==> config.mk <==
export PLATFORM = sky130hd
export DESIGN_NAME = conv_mac_arbiter_flat
export DESIGN_NICKNAME = d
export VERILOG_FILES = /design/src/rtl/conv_mac_arbiter_if.sv /design/src/rtl/conv_mac_arbiter.sv /design/src/flat_wrapper.sv
export SDC_FILE = /design/constraint.sdc
export NUM_CORES = 1
export LEC_CHECK = 0
export ABC_CLOCK_PERIOD_IN_PS = 18800
export CAP_MARGIN = 40
export CORE_MARGIN = 4
export CORE_UTILIZATION = 62
export DETAILED_ROUTE_END_ITERATION = 6
export PLACE_DENSITY_LB_ADDON = 0.2
export SETUP_SLACK_MARGIN = 0.5
export SLEW_MARGIN = 10
export SYNTH_ARGS = -nofsm -noshare
export SYNTH_HDL_FRONTEND = slang
export SYNTH_SLANG_ARGS = --single-unit
==> constraint.sdc <==
create_clock -name clk -period 18.8 [get_ports clk]
set_input_delay 4.7 -clock clk [delete_from_list [all_inputs] [get_ports clk]]
set_output_delay 4.7 -clock clk [all_outputs]
set_load 0.005 [all_outputs]
==> src/rtl/conv_mac_arbiter_if.sv <==
// Bundle between the conv engines and the shared MAC, plus the result port.
// Handshake: a word moves on a rising clk edge where valid and ready are both
// high. A source holds valid and its payload stable until that edge, and does
// not wait for ready before raising valid. A sink may raise or drop ready freely.
interface conv_mac_arbiter_if #(
    parameter int NREQ = 2,
    parameter int W    = 16
);
    localparam int IDW = $clog2(NREQ);

    logic [NREQ-1:0]   req_valid;
    logic [NREQ-1:0]   req_ready;
    logic [NREQ*W-1:0] req_x;
    logic [NREQ*W-1:0] req_f;
    logic [NREQ-1:0]   req_last;
    logic              y_valid;
    logic              y_ready;
    logic [W-1:0]      y_data;
    logic [IDW-1:0]    y_id;

    // Requester / result-consumer side.
    modport master (
        output req_valid, req_x, req_f, req_last, y_ready,
        input  req_ready, y_valid, y_data, y_id
    );

    // Shared MAC side.
    modport slave (
        input  req_valid, req_x, req_f, req_last, y_ready,
        output req_ready, y_valid, y_data, y_id
    );
endinterface

==> src/rtl/conv_mac_arbiter.sv <==
// Round-robin arbiter that lends one saturating MAC (mult, saturate, pipe
// register, saturating accumulate, ReLU) to one requester for a whole job.
module conv_mac_arbiter #(
    parameter int NREQ = 2,
    parameter int W    = 16
) (
    input  logic                clk,
    input  logic                reset,
    conv_mac_arbiter_if.slave   bus,
    output logic                busy
);
    localparam int IDW = $clog2(NREQ);
    localparam logic [W-1:0] SMAX = {1'b0, {(W-1){1'b1}}};
    localparam logic [W-1:0] SMIN = {1'b1, {(W-1){1'b0}}};

    typedef enum logic [1:0] {IDLE, BUSY, DRAIN, OUT} state_t;

    state_t          state_q;
    logic [IDW-1:0]  gnt_q;
    logic [IDW-1:0]  ptr_q;
    logic [NREQ-1:0] req_ready_q;
    logic            y_valid_q;
    logic [W-1:0]    y_data_q;
    logic [IDW-1:0]  y_id_q;
    logic            busy_q;
    logic [W-1:0]    acc_q;
    logic [W-1:0]    pipe_q;
    logic            pipe_v_q;

    logic [W-1:0]    x_sel;
    logic [W-1:0]    f_sel;
    logic [2*W-1:0]  prod;
    logic [W-1:0]    prod_sat;
    logic [W:0]      sum;
    logic [W-1:0]    sum_sat;
    logic [W-1:0]    acc_d;
    logic [W-1:0]    relu_d;
    logic            accept;
    logic            gnt_found;
    logic [IDW-1:0]  gnt_d;
    int              idx;

    assign bus.req_ready = req_ready_q;
    assign bus.y_valid   = y_valid_q;
    assign bus.y_data    = y_data_q;
    assign bus.y_id      = y_id_q;
    assign busy          = busy_q;

    assign accept = (state_q == BUSY) && bus.req_valid[gnt_q] && req_ready_q[gnt_q];

    // Datapath: signed product and sum, each clamped to the W-bit signed range.
    always_comb begin
        x_sel = bus.req_x[int'(gnt_q)*W +: W];
        f_sel = bus.req_f[int'(gnt_q)*W +: W];
        prod  = {{W{x_sel[W-1]}}, x_sel} * {{W{f_sel[W-1]}}, f_sel};
        // The product fits when its top W+1 bits are all copies of the sign.
        if (prod[2*W-1:W-1] == {(W+1){prod[2*W-1]}}) prod_sat = prod[W-1:0];
        else prod_sat = prod[2*W-1] ? SMIN : SMAX;
        sum = {acc_q[W-1], acc_q} + {pipe_q[W-1], pipe_q};
        if (sum[W] == sum[W-1]) sum_sat = sum[W-1:0];
        else sum_sat = sum[W] ? SMIN : SMAX;
        acc_d  = pipe_v_q ? sum_sat : acc_q;
        relu_d = acc_d[W-1] ? '0 : acc_d;
    end

    // Round-robin pick: first valid requester after the last one granted.
    always_comb begin
        gnt_found = 1'b0;
        gnt_d     = '0;
        idx       = 0;
        for (int k = 1; k <= NREQ; k++) begin
            idx = int'(ptr_q) + k;
            if (idx >= NREQ) idx = idx - NREQ;
            if (!gnt_found && bus.req_valid[idx]) begin
                gnt_found = 1'b1;
                gnt_d     = IDW'(idx);
            end
        end
    end

    // Job FSM with registered handshake outputs and the accumulate pipeline.
    always_ff @(posedge clk) begin
        if (reset) begin
            state_q     <= IDLE;
            gnt_q       <= '0;
            ptr_q       <= IDW'(NREQ - 1);
            req_ready_q <= '0;
            y_valid_q   <= 1'b0;
            y_data_q    <= '0;
            y_id_q      <= '0;
            busy_q      <= 1'b0;
            acc_q       <= '0;
            pipe_q      <= '0;
            pipe_v_q    <= 1'b0;
        end else begin
            if (pipe_v_q) acc_q <= sum_sat;
            case (state_q)
                IDLE: begin
                    if (gnt_found) begin
                        gnt_q       <= gnt_d;
                        ptr_q       <= gnt_d;
                        req_ready_q <= NREQ'(1) << gnt_d;
                        busy_q      <= 1'b1;
                        state_q     <= BUSY;
                    end
                end
                BUSY: begin
                    if (accept) begin
                        pipe_q   <= prod_sat;
                        pipe_v_q <= 1'b1;
                        if (bus.req_last[gnt_q]) begin
                            req_ready_q <= '0;
                            state_q     <= DRAIN;
                        end
                    end else begin
                        pipe_v_q <= 1'b0;
                    end
                end
                DRAIN: begin
                    // The final product is folded in this cycle; publish the sum now.
                    pipe_v_q  <= 1'b0;
                    y_valid_q <= 1'b1;
                    y_data_q  <= relu_d;
                    y_id_q    <= gnt_q;
                    state_q   <= OUT;
                end
                OUT: begin
                    if (bus.y_ready) begin
                        y_valid_q <= 1'b0;
                        acc_q     <= '0;
                        pipe_v_q  <= 1'b0;
                        busy_q    <= 1'b0;
                        state_q   <= IDLE;
                    end
                end
                default: state_q <= IDLE;
            endcase
        end
    end
endmodule

==> src/flat_wrapper.sv <==
// flat-port wrapper written by rule: the top's interface ports become plain ports
module conv_mac_arbiter_flat 
#(
    parameter int NREQ = 2,
    parameter int W    = 16
)
  (clk, reset, busy, bus_req_valid, bus_req_x, bus_req_f, bus_req_last, bus_y_ready, bus_req_ready, bus_y_valid, bus_y_data, bus_y_id);
  conv_mac_arbiter_if #(.NREQ(NREQ), .W(W)) bus_i ();
  input  logic clk;
  input  logic reset;
  output logic busy;
  input wire logic [$bits(bus_i.req_valid)-1:0] bus_req_valid;
  input wire logic [$bits(bus_i.req_x)-1:0] bus_req_x;
  input wire logic [$bits(bus_i.req_f)-1:0] bus_req_f;
  input wire logic [$bits(bus_i.req_last)-1:0] bus_req_last;
  input wire logic [$bits(bus_i.y_ready)-1:0] bus_y_ready;
  output wire logic [$bits(bus_i.req_ready)-1:0] bus_req_ready;
  output wire logic [$bits(bus_i.y_valid)-1:0] bus_y_valid;
  output wire logic [$bits(bus_i.y_data)-1:0] bus_y_data;
  output wire logic [$bits(bus_i.y_id)-1:0] bus_y_id;
  assign bus_i.req_valid = bus_req_valid;
  assign bus_i.req_x = bus_req_x;
  assign bus_i.req_f = bus_req_f;
  assign bus_i.req_last = bus_req_last;
  assign bus_i.y_ready = bus_y_ready;
  assign bus_req_ready = bus_i.req_ready;
  assign bus_y_valid = bus_i.y_valid;
  assign bus_y_data = bus_i.y_data;
  assign bus_y_id = bus_i.y_id;
  conv_mac_arbiter #(.NREQ(NREQ), .W(W)) u_core (.clk(clk), .reset(reset), .bus(bus_i), .busy(busy));
endmodule
==> impl_metrics.csv <==
group,metric,value,unit
worst_setup_path,crit_type,"input pin to flip-flop",
final_layout,nets,2008,
route,wl,34000,um
logic_synthesis,netlist_instances,1491,
die,dieArea,23800,sq um
worst_hold_path,hold_depth,2,
route,dr.pass1.iters,7,
clocking,cts_hold_buf,0,
logic_synthesis,avgSynthCellArea,8.88,sq um
final_layout,final_area,14800,sq um
clocking,cts_tree,"done",
die,dieWidth,154,um
clocking,clk_pin_slew_worst_paths,0.05,ns
logic_synthesis,synth-seq-cells,57,
worst_setup_path,endpoint_kind,"flip-flop",
clocking,numClockSinks,57,
worst_hold_path,min_from,"u_core.bus.y_data[14]",
logic_synthesis,synth_area,13200,sq um
worst_setup_path,ff2ff_setup_slack,9.75,ns
worst_setup_path,cp_max_fo,9,
place,place_ws,6.03,ns
place,dpl_cell_area,14500,sq um
die,die_h,154,um
worst_setup_path,cp_top_family,"adder cells",
timing,finalCriticalPeriod,12.58,ns
logic_synthesis,yosys_warnings,0,
timing,finalClockSkew,0.00646,ns
timing,worst_slack,6.22,ns
worst_setup_path,start_kind,"input pin",
clocking,cts_max_level,3,
final_layout,antennaDiodeCount,0,
timing,fmax,0.0795,GHz
clocking,cts_resized,0,
logic_synthesis,synth_fp_nets,1927,
global_route,grt_overflow,0,
timing,finalHoldViolCount,0,
global_route,grt_pass1_vias,11233,
clocking,post_cts_buffers,0,
clocking,max-clock-path-buffers,2,
timing,hold_slack,0.454,ns
worst_setup_path,arrival,12.77,ns
clocking,numCtsBuffers,9,
die,ios,92,
global_route,antenna_found_initial,0,
status,status,"finished with violations",
timing,setup_viol,0,
worst_setup_path,crit_top_cell,"fa_1",
global_route,grt_pass1_wl,56400,um
timing,tns,0,ns
timing,rsz0062_at_grt,"false",
clocking,clk_latency,0.33,ns
worst_setup_path,path_cells,"clkdlybuf4s50_1 > mux2i_1 > nor2_1 > fa_1 > fa_1 > fa_1 > fa_1 > fa_1 > inv_1 > fa_1 > inv_1 > ha_1 > a21oi_1 > o21ai_0 > a311oi_1 > nand2_1 > o22ai_1 > o21ai_0 > xnor2_1 > nand2_1 > o21ba_1 > a211oi_2",
worst_setup_path,path_buf_inv,3,
route,vias,10704,
timing,fin_crit_sh,66.9,%
logic_synthesis,yosysTopAreaCell,"fa_1",
worst_setup_path,reg2reg_depth,22,
place,gp_congestion,0.929,
route,wl_per_cell,18.3,um
route,ant_nets,0,
worst_setup_path,required,18.99,ns
final_layout,areaGrowthSynthToFinish,11.7,%
worst_hold_path,hp-class,"flip-flop to flip-flop",
final_layout,drive_gt1_share,6.66,%
logic_synthesis,ys_async_sr_fraction,0,%
global_route,grt_max_degree,47,
timing,maxSlewViolCount,0,
worst_setup_path,worstReg2RegStart,"u_core.gnt_q",
place,dp_hpwl,28600,um
worst_setup_path,crit_path_top_delay_cell,"fa_1",
job,cap_viol_max_count,0,
clocking,cts_root_buf,"clkbuf_16",
worst_setup_path,r2r_end,"u_core.pipe_q[12]",
die,placementRows,53,
logic_synthesis,synth_edf_count,0,
status,failed_checks,"DRC",
die,start_util,63.0,%
logic_synthesis,seq_area_frac_synth,8.62,%
global_route,grtUsageTotal,29.9,%
worst_hold_path,holdPathEnd,"u_core.bus.y_data[14]",
worst_setup_path,max_stage_delay,0.90,ns
route,routed_via_density,5.78,
die,fp.coreArea,21000,sq um
logic_synthesis,synth_top_area_share,39.8,%
place,numPortBuffers,90,
timing,max_slew_margin,37.2,%
logic_synthesis,ys.flop_type,"dfxtp_1",
route,drc,2,
route,dr.first_iter.drc_count,910,
logic_synthesis,ys_types,73,
timing,worst_pin_slew,0.916,ns
logic_synthesis,synthTopCellsByArea,"fa_1 (40%), ha_1 (9.6%), dfxtp_1 (8.6%)",
[cell usage after synthesis (all sizes together) (2+ instances only)]
| cell type | instances |
|---|---|
| inv | 293 |
| fa | 263 |
| nor2 | 192 |
| nand2 | 161 |
| ha | 102 |
| a21oi | 57 |
| dfxtp | 57 |
| xnor2 | 35 |
| mux2i | 33 |
| o21ai | 33 |
| clkbuf | 31 |
| mux2 | 28 |
| a211oi | 14 |
| xor2 | 14 |
| buf | 13 |
| a21o | 12 |
| nand2b | 12 |
| nor3 | 12 |
| o22ai | 11 |
| o21a | 10 |
| o21bai | 9 |
| or2 | 9 |
| nand3 | 8 |
| nor2b | 8 |
| o31ai | 6 |
| a21boi | 5 |
| nand4 | 5 |
| o221ai | 5 |
| a31oi | 4 |
| and3 | 4 |
| o211ai | 4 |
| a211o | 3 |
| a311o | 3 |
| a32o | 3 |
| and2 | 3 |
| a21bo | 2 |
| a32oi | 2 |
| a41oi | 2 |
| nand4b | 2 |
| or3 | 2 |
| or4 | 2 |
[final cells by class]
| cell class | count | area, sq um |
|---|---|---|
| clock buffers | 9 | 225 |
| clock inverters | 7 | 77.6 |
| fillers | 1633 | 6240 |
| inverters | 293 | 1100 |
| multi-input cells | 1097 | 10800 |
| flip-flops and latches | 57 | 1140 |
| well taps | 275 | 344 |
| repair buffers | 114 | 1080 |
[worst register-to-register path: stages, from the launching register on]
cell      delay, ns
dfxtp_4        0.51
buf_4          0.60
mux2i_1        0.85
nor2_1         0.16
fa_1           0.63
fa_1           0.90
fa_1           0.54
fa_1           0.50
fa_1           0.49
inv_1          0.05
fa_1           0.47
inv_1          0.04
ha_1           0.38
a21oi_1        0.23
o21ai_0        0.23
a311oi_1       0.46
nand2_1        0.10
o22ai_1        0.26
o21ai_0        0.16
xnor2_1        0.51
nand2_1        0.18
o21ba_1        0.60
a211oi_2       0.06
[routing by layer]
metal / part of all wire, % / global-route usage, % / up-vias
li1: - / - / 4838
met1: 40 / 39.8 / 5289
met2: 47 / 48.6 / 456
met3: 8.8 / 6.67 / 121
met4: 4.2 / 10.7 / 0
met5: 0 / 0 / -
[worst max-delay path by stage]
stage / slack, ns / depth (start not counted) / from / endpoint
finish: 6.22 / 22 / bus_req_f[19] / u_core.pipe_q[12]
global route: 5.80 / 22 / bus_req_f[19] / u_core.pipe_q[12]
CTS: 6.34 / 22 / bus_req_f[19] / u_core.pipe_q[12]
detailed placement: 6.03 / 22 / bus_req_f[19] / u_core.pipe_q[13]
global placement: 6.16 / 22 / bus_req_f[19] / u_core.pipe_q[14]
floorplan: 7.40 / 24 / bus_req_x[31] / u_core.pipe_q[0]
[flip-flops by register name, summed over array words and instances, names as in the netlist]
| name | flops |
|---|---|
| u_core.acc_q | 16 |
| u_core.pipe_q | 16 |
| u_core.bus.y_data | 15 |
| u_core.bus.req_ready | 2 |
| u_core.state_q | 2 |
| u_core.bus.y_id | 1 |
| u_core.bus.y_valid | 1 |
| u_core.busy | 1 |
| u_core.gnt_q | 1 |
| u_core.pipe_v_q | 1 |
| u_core.ptr_q | 1 |
[placed cells by master (no fill, tap or decap), types with 14 or more instances in the layout]
master and instances:
a21oi_1 56, buf_4 24, clkdlybuf4s50_1 90, dfxtp_1 56, fa_1 263, ha_1 102
inv_1 293, mux2_2 28, mux2i_1 33, nand2_1 161, nor2_1 192, o21ai_0 30
xnor2_1 35, xor2_1 14
[logic make-up after synthesis]
family,synth area share (%)
other,0.0283
AOI/OAI and AO/OA,10.7
buffers and inverters,9.71
xor gates and xnor gates,3.24
and+or+nand+nor,13.4
adders and majority gates,49.4
DFF,8.62
muxes,4.88
[stage by stage]
stage,std cells,utilization [%]
after floorplan,1491,-
after global placement,1828,68.6
after detailed placement,1836,68.9
after CTS,1852,70.3
after global routing,1852,70.3
final,1852,70.3
Power is left out: the tool's default activity adds up to more than one toggle a clock period on the data nets, which glitch-free logic cannot reach.
